==> src/rtl/uart_rx.sv <==
// 8N1 serial receiver: 2-flop synchroniser, mid-bit sampling FSM, valid/ack
// handshake with sticky framing and overrun flags.
module uart_rx #(
  parameter int word_size      = 8,
  parameter int size_bit_count = 3,
  parameter int clks_per_bit   = 16,
  parameter int cnt_width      = 8
) (
  input  logic                 clk,
  input  logic                 rst,
  input  logic                 serial_in,
  input  logic                 rx_ack,
  output logic [word_size-1:0] data_bus,
  output logic                 rx_valid,
  output logic                 framing_error,
  output logic                 overrun_error,
  output logic                 rx_busy
);

  // state   | meaning
  // IDLE    | line idle, waiting for a low rx_s
  // START   | timing to the middle of the start bit
  // DATA    | sampling word_size data bits, LSB first
  // STOP    | timing to the middle of the stop bit
  // BREAK   | stop bit was low, waiting for the line to return high
  typedef enum logic [2:0] {
    ST_IDLE,
    ST_START,
    ST_DATA,
    ST_STOP,
    ST_BREAK
  } state_t;

  localparam logic [cnt_width-1:0]      HALF_M1  = cnt_width'(clks_per_bit / 2 - 1);
  localparam logic [cnt_width-1:0]      FULL_M1  = cnt_width'(clks_per_bit - 1);
  localparam logic [size_bit_count-1:0] LAST_BIT = size_bit_count'(word_size - 1);

  state_t                    state_q;
  logic [1:0]                sync_q;
  logic [cnt_width-1:0]      cnt_q;
  logic [size_bit_count-1:0] bit_q;
  logic [word_size-1:0]      shreg_q;
  logic [word_size-1:0]      data_q;
  logic                      valid_q;
  logic                      fe_q;
  logic                      oe_q;
  logic                      busy_q;
  logic                      rx_s;
  logic                      valid_d;

  assign rx_s = sync_q[1];
  // An ack on this edge frees the holding register before any stop-bit load.
  assign valid_d = valid_q & ~rx_ack;

  always_ff @(posedge clk) begin
    if (rst) begin
      state_q <= ST_IDLE;
      sync_q  <= 2'b11;
      cnt_q   <= '0;
      bit_q   <= '0;
      shreg_q <= '0;
      data_q  <= '0;
      valid_q <= 1'b0;
      fe_q    <= 1'b0;
      oe_q    <= 1'b0;
      busy_q  <= 1'b0;
    end else begin
      sync_q  <= {sync_q[0], serial_in};
      valid_q <= valid_d;
      fe_q    <= fe_q & ~rx_ack;
      oe_q    <= oe_q & ~rx_ack;
      case (state_q)
        ST_IDLE: begin
          cnt_q <= '0;
          bit_q <= '0;
          if (!rx_s) begin
            state_q <= ST_START;
            busy_q  <= 1'b1;
          end
        end
        ST_START: begin
          if (cnt_q == HALF_M1) begin
            cnt_q <= '0;
            if (!rx_s) begin
              state_q <= ST_DATA;
              bit_q   <= '0;
            end else begin
              state_q <= ST_IDLE;
              busy_q  <= 1'b0;
            end
          end else begin
            cnt_q <= cnt_q + cnt_width'(1);
          end
        end
        ST_DATA: begin
          if (cnt_q == FULL_M1) begin
            cnt_q   <= '0;
            shreg_q <= {rx_s, shreg_q[word_size-1:1]};
            if (bit_q == LAST_BIT) begin
              state_q <= ST_STOP;
            end else begin
              bit_q <= bit_q + size_bit_count'(1);
            end
          end else begin
            cnt_q <= cnt_q + cnt_width'(1);
          end
        end
        ST_STOP: begin
          if (cnt_q == FULL_M1) begin
            cnt_q <= '0;
            if (rx_s) begin
              if (valid_d) begin
                oe_q <= 1'b1;
              end else begin
                data_q  <= shreg_q;
                valid_q <= 1'b1;
              end
              state_q <= ST_IDLE;
              busy_q  <= 1'b0;
            end else begin
              fe_q    <= 1'b1;
              state_q <= ST_BREAK;
            end
          end else begin
            cnt_q <= cnt_q + cnt_width'(1);
          end
        end
        ST_BREAK: begin
          if (rx_s) begin
            state_q <= ST_IDLE;
            busy_q  <= 1'b0;
          end
        end
        default: begin
          state_q <= ST_IDLE;
          busy_q  <= 1'b0;
        end
      endcase
    end
  end

  assign data_bus      = data_q;
  assign rx_valid      = valid_q;
  assign framing_error = fe_q;
  assign overrun_error = oe_q;
  assign rx_busy       = busy_q;

endmodule
==> config.mk <==
export PLATFORM = sky130hd
export DESIGN_NAME = uart_rx
export DESIGN_NICKNAME = d
export VERILOG_FILES = /design/src/rtl/uart_rx.sv
export SDC_FILE = /design/constraint.sdc
export NUM_CORES = 1
export LEC_CHECK = 0
export ABC_AREA = 0
export ABC_CLOCK_PERIOD_IN_PS = 2000
export BUFFER_PORTS_ARGS = -buffer_cell sky130_fd_sc_hd__buf_2
export CAP_MARGIN = 20
export CORE_UTILIZATION = 45
export CTS_CLUSTER_DIAMETER = 30
export CTS_CLUSTER_SIZE = 25
export DETAILED_ROUTE_END_ITERATION = 10
export GPL_ROUTABILITY_DRIVEN = 0
export PLACE_DENSITY = 0.73
export SETUP_SLACK_MARGIN = 0.1
export SLEW_MARGIN = 20
export SYNTH_ARGS = -nofsm -noshare
export SYNTH_HDL_FRONTEND = slang
export SYNTH_SLANG_ARGS = --single-unit
==> constraint.sdc <==
create_clock -name clk -period 2 [get_ports clk]
set_input_delay 0.2 -clock clk [delete_from_list [all_inputs] [get_ports clk]]
set_output_delay 0.2 -clock clk [all_outputs]
set_load 0.02 [all_outputs]
==> results.json, run 1 <==
{
  "dr_total_vias": 1411,
  "synth_seq_cells": 36,
  "post_drt_wl_per_cell_um": 12.9,
  "die_area_um2": 4060,
  "ys_warn_count": 0,
  "crit_path_top_delay_cell": "or4_4",
  "core.rowCount": 22,
  "regArea_um2": 721,
  "yosysTopAreaCellShare": 0.421,
  "syn-num-nets": 194,
  "cp.arrival_ns": 1.98,
  "fin_skew_ns": 0.00755,
  "p_leak_nw": 0.738,
  "nets": 214,
  "die_h_um": 63.7,
  "hold_depth": 2,
  "post-route-drc-count": 0,
  "grt.overflow.total": 0,
  "hold_class": "in2reg",
  "cts_buffers": 5,
  "final.fill_count": 349,
  "htreeDepth": 2,
  "cp_num_buf_inv": 0,
  "endpoint_kind": "register",
  "yosys.cell_types.count": 47,
  "async_flop_share": 0,
  "status": "complete, no violations",
  "routed_wl_mm": 3.29,
  "finalSetupTns_ns": 0,
  "max_stage_delay_ns": 0.60,
  "fin_util": 0.536,
  "avgViaCountPerCell": 5.53,
  "clock-sinks": 36,
  "synthTopCellsByArea": "dfxtp_1 (42%), a21oi_1 (5.8%), nand2_1 (5.5%)",
  "ios": 16,
  "finalHoldViolations": 0,
  "cts_tree": "yes",
  "period_share": 0.915,
  "first_global_vias": 1312,
  "fin_ws_ns": 0.170,
  "synth_top_area_cell": "dfxtp_1",
  "core_area_um2": 3660,
  "port-buffer-count": 15,
  "max_freq_ghz": 0.546,
  "total_power_mw": 1.47,
  "r2r_cells": 4,
  "diodes": 0,
  "antenna_found_initial": 0,
  "crit_chain": "or4_4 -> o311a_2 -> o31ai_1 -> a21oi_1",
  "drive_gt1_frac": 0.222,
  "clkTransAtPathRegs_ns": 0.07,
  "drv_cap": 0,
  "drv_slew": 0,
  "syn-mean-instance-area_um2": 9.21,
  "area_growth_pct": 14.6,
  "dp_hpwl_mm": 2.27,
  "synth.cell_area_um2": 1710,
  "postSynthCellCount": 186,
  "critPathRequiredTime_ns": 2.15,
  "cts_buffer_depth": 2,
  "crit_path_max_fanout": 6,
  "crit_family": "compound AO/OA/AOI/OAI gates",
  "crit_cells": 4,
  "power_density_nw_per_um2": 746,
  "grt_usage": 0.175,
  "grt_max_degree": 40,
  "die-width_um": 63.7,
  "drt_iter0_markers": 73,
  "first_pass_iters": 4,
  "grt_pass1_wl_mm": 5.61,
  "synth_edf_count": 0,
  "pre_cts_ws_ns": 0.163,
  "ys.flop_type": "dfxtp_1",
  "irDropWorstVdd_uv": 482,
  "clock_latency_ns": 0.29,
  "crit_type": "reg2reg",
  "rsz0062_at_grt": "yes",
  "tightest_slew_ns": 0.668,
  "cts-root-buf": "clkbuf_8",
  "period_needed_ns": 1.83,
  "multi_input_area_um2": 882,
  "yosys-top-cells-count": "dfxtp_1 (36), nand2_1 (25), a21oi_1 (20)",
  "initial_core_util": 0.468,
  "yosysSeqAreaShare": 0.421,
  "maxSlewHeadroom": 0.555,
  "ant_nets": 0,
  "setup_viol": 0,
  "cts_hold_buf": 0,
  "synth_most_common_cell": "dfxtp_1",
  "cp-start-kind": "register"
}
[sequential cells by signal, indices dropped and copies added, names as in the netlist]
name           count
framing_error      1
shreg_q            8
overrun_error      1
rx_busy            1
rx_valid           1
state_q            3
cnt_q              8
data_bus           8
bit_q              3
sync_q             2
[worst paths after layout]
kind	to	from	slack [ns]
setup / recovery	bit_q[2]	cnt_q[4]	0.17
hold / removal	sync_q[0]	serial_in	0.09
setup reg to reg	bit_q[2]	cnt_q[4]	0.17
hold reg to reg	sync_q[1]	sync_q[0]	0.41
[power breakdown]
group          internal [mW]  switching [mW]
Sequential             0.722         0.00634
Combinational         0.0134          0.0261
Clock                  0.440           0.258
[timing repair]
action,4_1_cts,5_1_grt
resized for setup,0,3
setup endpoints to repair,0,10
buffers inserted,0,0
[cell type report]
class,instances,share of cell area
Multi-Input combinational cell,135,0.449
Clock inverter,1,0.0153
Timing Repair Buffer,25,0.0829
Tap cell,48,0.0306
Inverter,3,0.00574
Sequential cell,36,0.367
Clock buffer,7,0.0491
[metal layers]
metal	wire, um	vias to the layer above	global-route usage
met5	0	-	0
met4	64	0	0.0909
met3	141	8	0.0453
met2	1610	30	0.289
met1	1470	666	0.206
li1	-	707	-
[metrics by stage]
| step | hold WS, ns | std cells | instance area [um2] |
|---|---|---|---|
| after floorplan | 0.279 | 186 | 1710 |
| after global placement | 0.386 | 247 | 1820 |
| after detailed placement | 0.385 | 247 | 1820 |
| after CTS | 0.0847 | 255 | 1950 |
| after global routing | 0.0919 | 255 | 1960 |
| final | 0.0904 | 255 | 1960 |
[placed cells by master (no fill, tap or decap), types with 2 or more instances in the layout]
cell | Yosys | routed
a2111oi_0 | 2 | 2
a211oi_1 | 2 | 2
a21oi_1 | 20 | 20
a31oi_1 | 2 | 2
and3_1 | 2 | 2
buf_2 | 1 | 15
buf_4 | 0 | 9
clkbuf_8 | 2 | 7
dfxtp_1 | 36 | 36
ha_1 | 4 | 4
inv_1 | 3 | 3
mux2i_1 | 9 | 9
nand2_1 | 25 | 25
nand2b_1 | 2 | 2
nand3_1 | 7 | 6
nand3b_1 | 2 | 2
nor2_1 | 16 | 16
nor2b_1 | 2 | 2
nor3_1 | 6 | 5
o21ai_0 | 3 | 3
o21bai_1 | 2 | 2
o22ai_1 | 4 | 4
o31ai_1 | 3 | 2
or2_2 | 2 | 2
[kinds of logic (layout without fill, tap and decap cells)]
family,count (synthesis),after routing,share of synthesized area
adders and majority gates,4,4,0.0292
and+or+nand+nor,76,76,0.242
muxes,9,9,0.0526
xor gates and xnor gates,2,2,0.0102
AOI/OAI and AO/OA,44,44,0.172
buffers and inverters,15,36,0.0730
DFF,36,36,0.421
Power figures use the tool's default switching activity.
==> run 2: changes to the inputs <==
Settings changed: SETUP_SLACK_MARGIN 0.1 to 0.3.
==> run 2 against run 1 <==
Setup slack better by 0.086 ns. Final cell count up 1.2%. Critical path depth unchanged. Sequential power about the same. First-iteration DRC count up 29%. Sequential share of layout area down 0.52 points. Global-route usage up 0.43 points. Die area unchanged. Routed wire length up 6.4%. Cell area up 3.4%. Via count unchanged.
==> results.json, run 2 (synthesis results as in run 1) <==
{
  "irDropWorstVdd_uv": 357,
  "max_stage_delay_ns": 0.58,
  "dr_wl_met3_um": 131,
  "area_growth_pct": 18.5,
  "drv_cap": 0,
  "status": "complete, no violations",
  "cp-start-kind": "register",
  "tightest_slew_ns": 0.674,
  "rsz0062_at_grt": "yes",
  "post_drt_wl_per_cell_um": 13.6,
  "crit_path_top_delay_cell": "or4_4",
  "startpoint": "cnt_q[5]",
  "grt_max_degree": 40,
  "routed_wl_mm": 3.50,
  "reg2reg_to": "bit_q[2]",
  "cp_num_buf_inv": 0,
  "endpoint_kind": "register",
  "core_area_um2": 3660,
  "avgViaCountPerCell": 5.47,
  "top_layer": "met4",
  "period_share": 0.872,
  "cts_tree": "yes",
  "crit_family": "compound AO/OA/AOI/OAI gates",
  "p_leak_nw": 0.760,
  "initial_core_util": 0.468,
  "diodes": 0,
  "grt_usage": 0.179,
  "critPathRequiredTime_ns": 2.15,
  "cts_buffer_depth": 2,
  "first_global_vias": 1237,
  "setup_viol": 0,
  "nets": 217,
  "mostFrequentLayoutCells": "dfxtp_1 (31), nand2_1 (25), a21oi_1 (19), nor2_1 (16), buf_2 (15)",
  "die_area_um2": 4060,
  "ios": 16,
  "die_h_um": 63.7,
  "hold_start": "serial_in",
  "dp_hpwl_mm": 2.25,
  "cts_hold_buf": 0,
  "crit_type": "reg2reg",
  "hold_class": "in2reg",
  "htreeDepth": 2,
  "hold_end": "sync_q[0]",
  "finalHoldViolations": 0,
  "drive_gt1_frac": 0.310,
  "cts_buffers": 5,
  "crit_path_max_fanout": 5,
  "layout_commonest_cell": "dfxtp_1",
  "wl_met1_mm": 1.67,
  "clock-sinks": 36,
  "cp.arrival_ns": 1.90,
  "grt_pass1_wl_mm": 5.64,
  "drv_slew": 0,
  "die-width_um": 63.7,
  "core.rowCount": 22,
  "r2r_cells": 4,
  "final.fill_count": 326,
  "port-buffer-count": 15,
  "first_pass_iters": 4,
  "timing.hold.ws_ns": 0.0844,
  "post-route-drc-count": 0,
  "cts-root-buf": "clkbuf_8",
  "power_density_nw_per_um2": 634,
  "clock_latency_ns": 0.29,
  "antenna_found_initial": 0,
  "reg2reg_from": "cnt_q[5]",
  "wl_met2_mm": 1.63,
  "period_needed_ns": 1.74,
  "hold_depth": 2,
  "max_freq_ghz": 0.573,
  "grt.overflow.total": 0,
  "finalSetupTns_ns": 0,
  "clkTransAtPathRegs_ns": 0.07,
  "crit_chain": "or4_4 -> o311a_4 -> o31ai_4 -> a21oi_1",
  "reg2reg_slack_ns": 0.26,
  "fin_skew_ns": 0.00605,
  "ant_nets": 0,
  "drt_iter0_markers": 94,
  "dr_total_vias": 1411,
  "maxSlewHeadroom": 0.551
}
## run 2: cell types whose count changed in the layout (fill, tap and decap cells not counted), moves of 2 or more
cell      delta
dfxtp_1      -5
o22ai_1      -2
buf_4        +2
o31ai_1      -2
o21ai_0      -2
o31ai_4      +2
dfxtp_2      +2
dfxtp_4      +3
clkbuf_8     -2
o22ai_2      +2
clkinv_2     +2
buf_6        +2
## run 2: cell type report
type                    instances  area [um2]  share of cell area
inverters                       3        11.3             0.00555
well taps                      48        60.1              0.0296
clock inverters                 3        18.8             0.00925
clock buffers                   5        68.8              0.0339
flip-flops and latches         36         734               0.362
multi-input cells             135         956               0.471
repair buffers                 28         180              0.0888
## run 2: worst max path at each step
| stage | endpoint | cells past startpoint |
|---|---|---|
| floorplan | bit_q[1] | 4 |
| global placement | bit_q[0] | 4 |
| detailed placement | data_bus[3] | 5 |
| CTS | data_bus[2] | 5 |
| global route | data_bus[6] | 5 |
| finish | bit_q[2] | 4 |
## run 2: routing by layer
metal / up-vias / track usage
li1: 715 / -
met1: 658 / 0.233
met2: 29 / 0.273
met3: 9 / 0.0435
met4: 0 / 0.0881
met5: - / 0
## run 2: through the flow
stage                     area [um2]  total power, mW   util  std cells  setup WS [ns]
after floorplan                 1720            0.780      -        186          0.318
after global placement          1800            0.784  0.493        245          0.235
after detailed placement        1800            0.784  0.493        245          0.198
after CTS                       1950             1.30  0.532        256          0.264
final                           2030             1.29  0.554        258          0.256
after global routing            2030             1.34  0.554        258          0.181
## run 2: what timing repair did
item,in CTS,in global routing
endpoints found under the hold margin,0,0
setup endpoints to repair,20,28
resized for setup,10,19
cloned,0,0
pin swaps,2,4
setup buffers,3,2
## run 2: worst reg2reg max path, cell delays in order (launching register included)
cell and delay, ns:
dfxtp_2 0.32, or4_4 0.58, o311a_4 0.42, o31ai_4 0.19
a21oi_1 0.09
## run 2: where the power goes
group	leakage [nW]	switching, mW	total (mW)	internal [mW]
clock network	0.0479	0.272	0.514	0.243
logic	0.419	0.0297	0.0462	0.0166
registers	0.294	0.00704	0.726	0.719
total	0.760	0.309	1.29	0.978
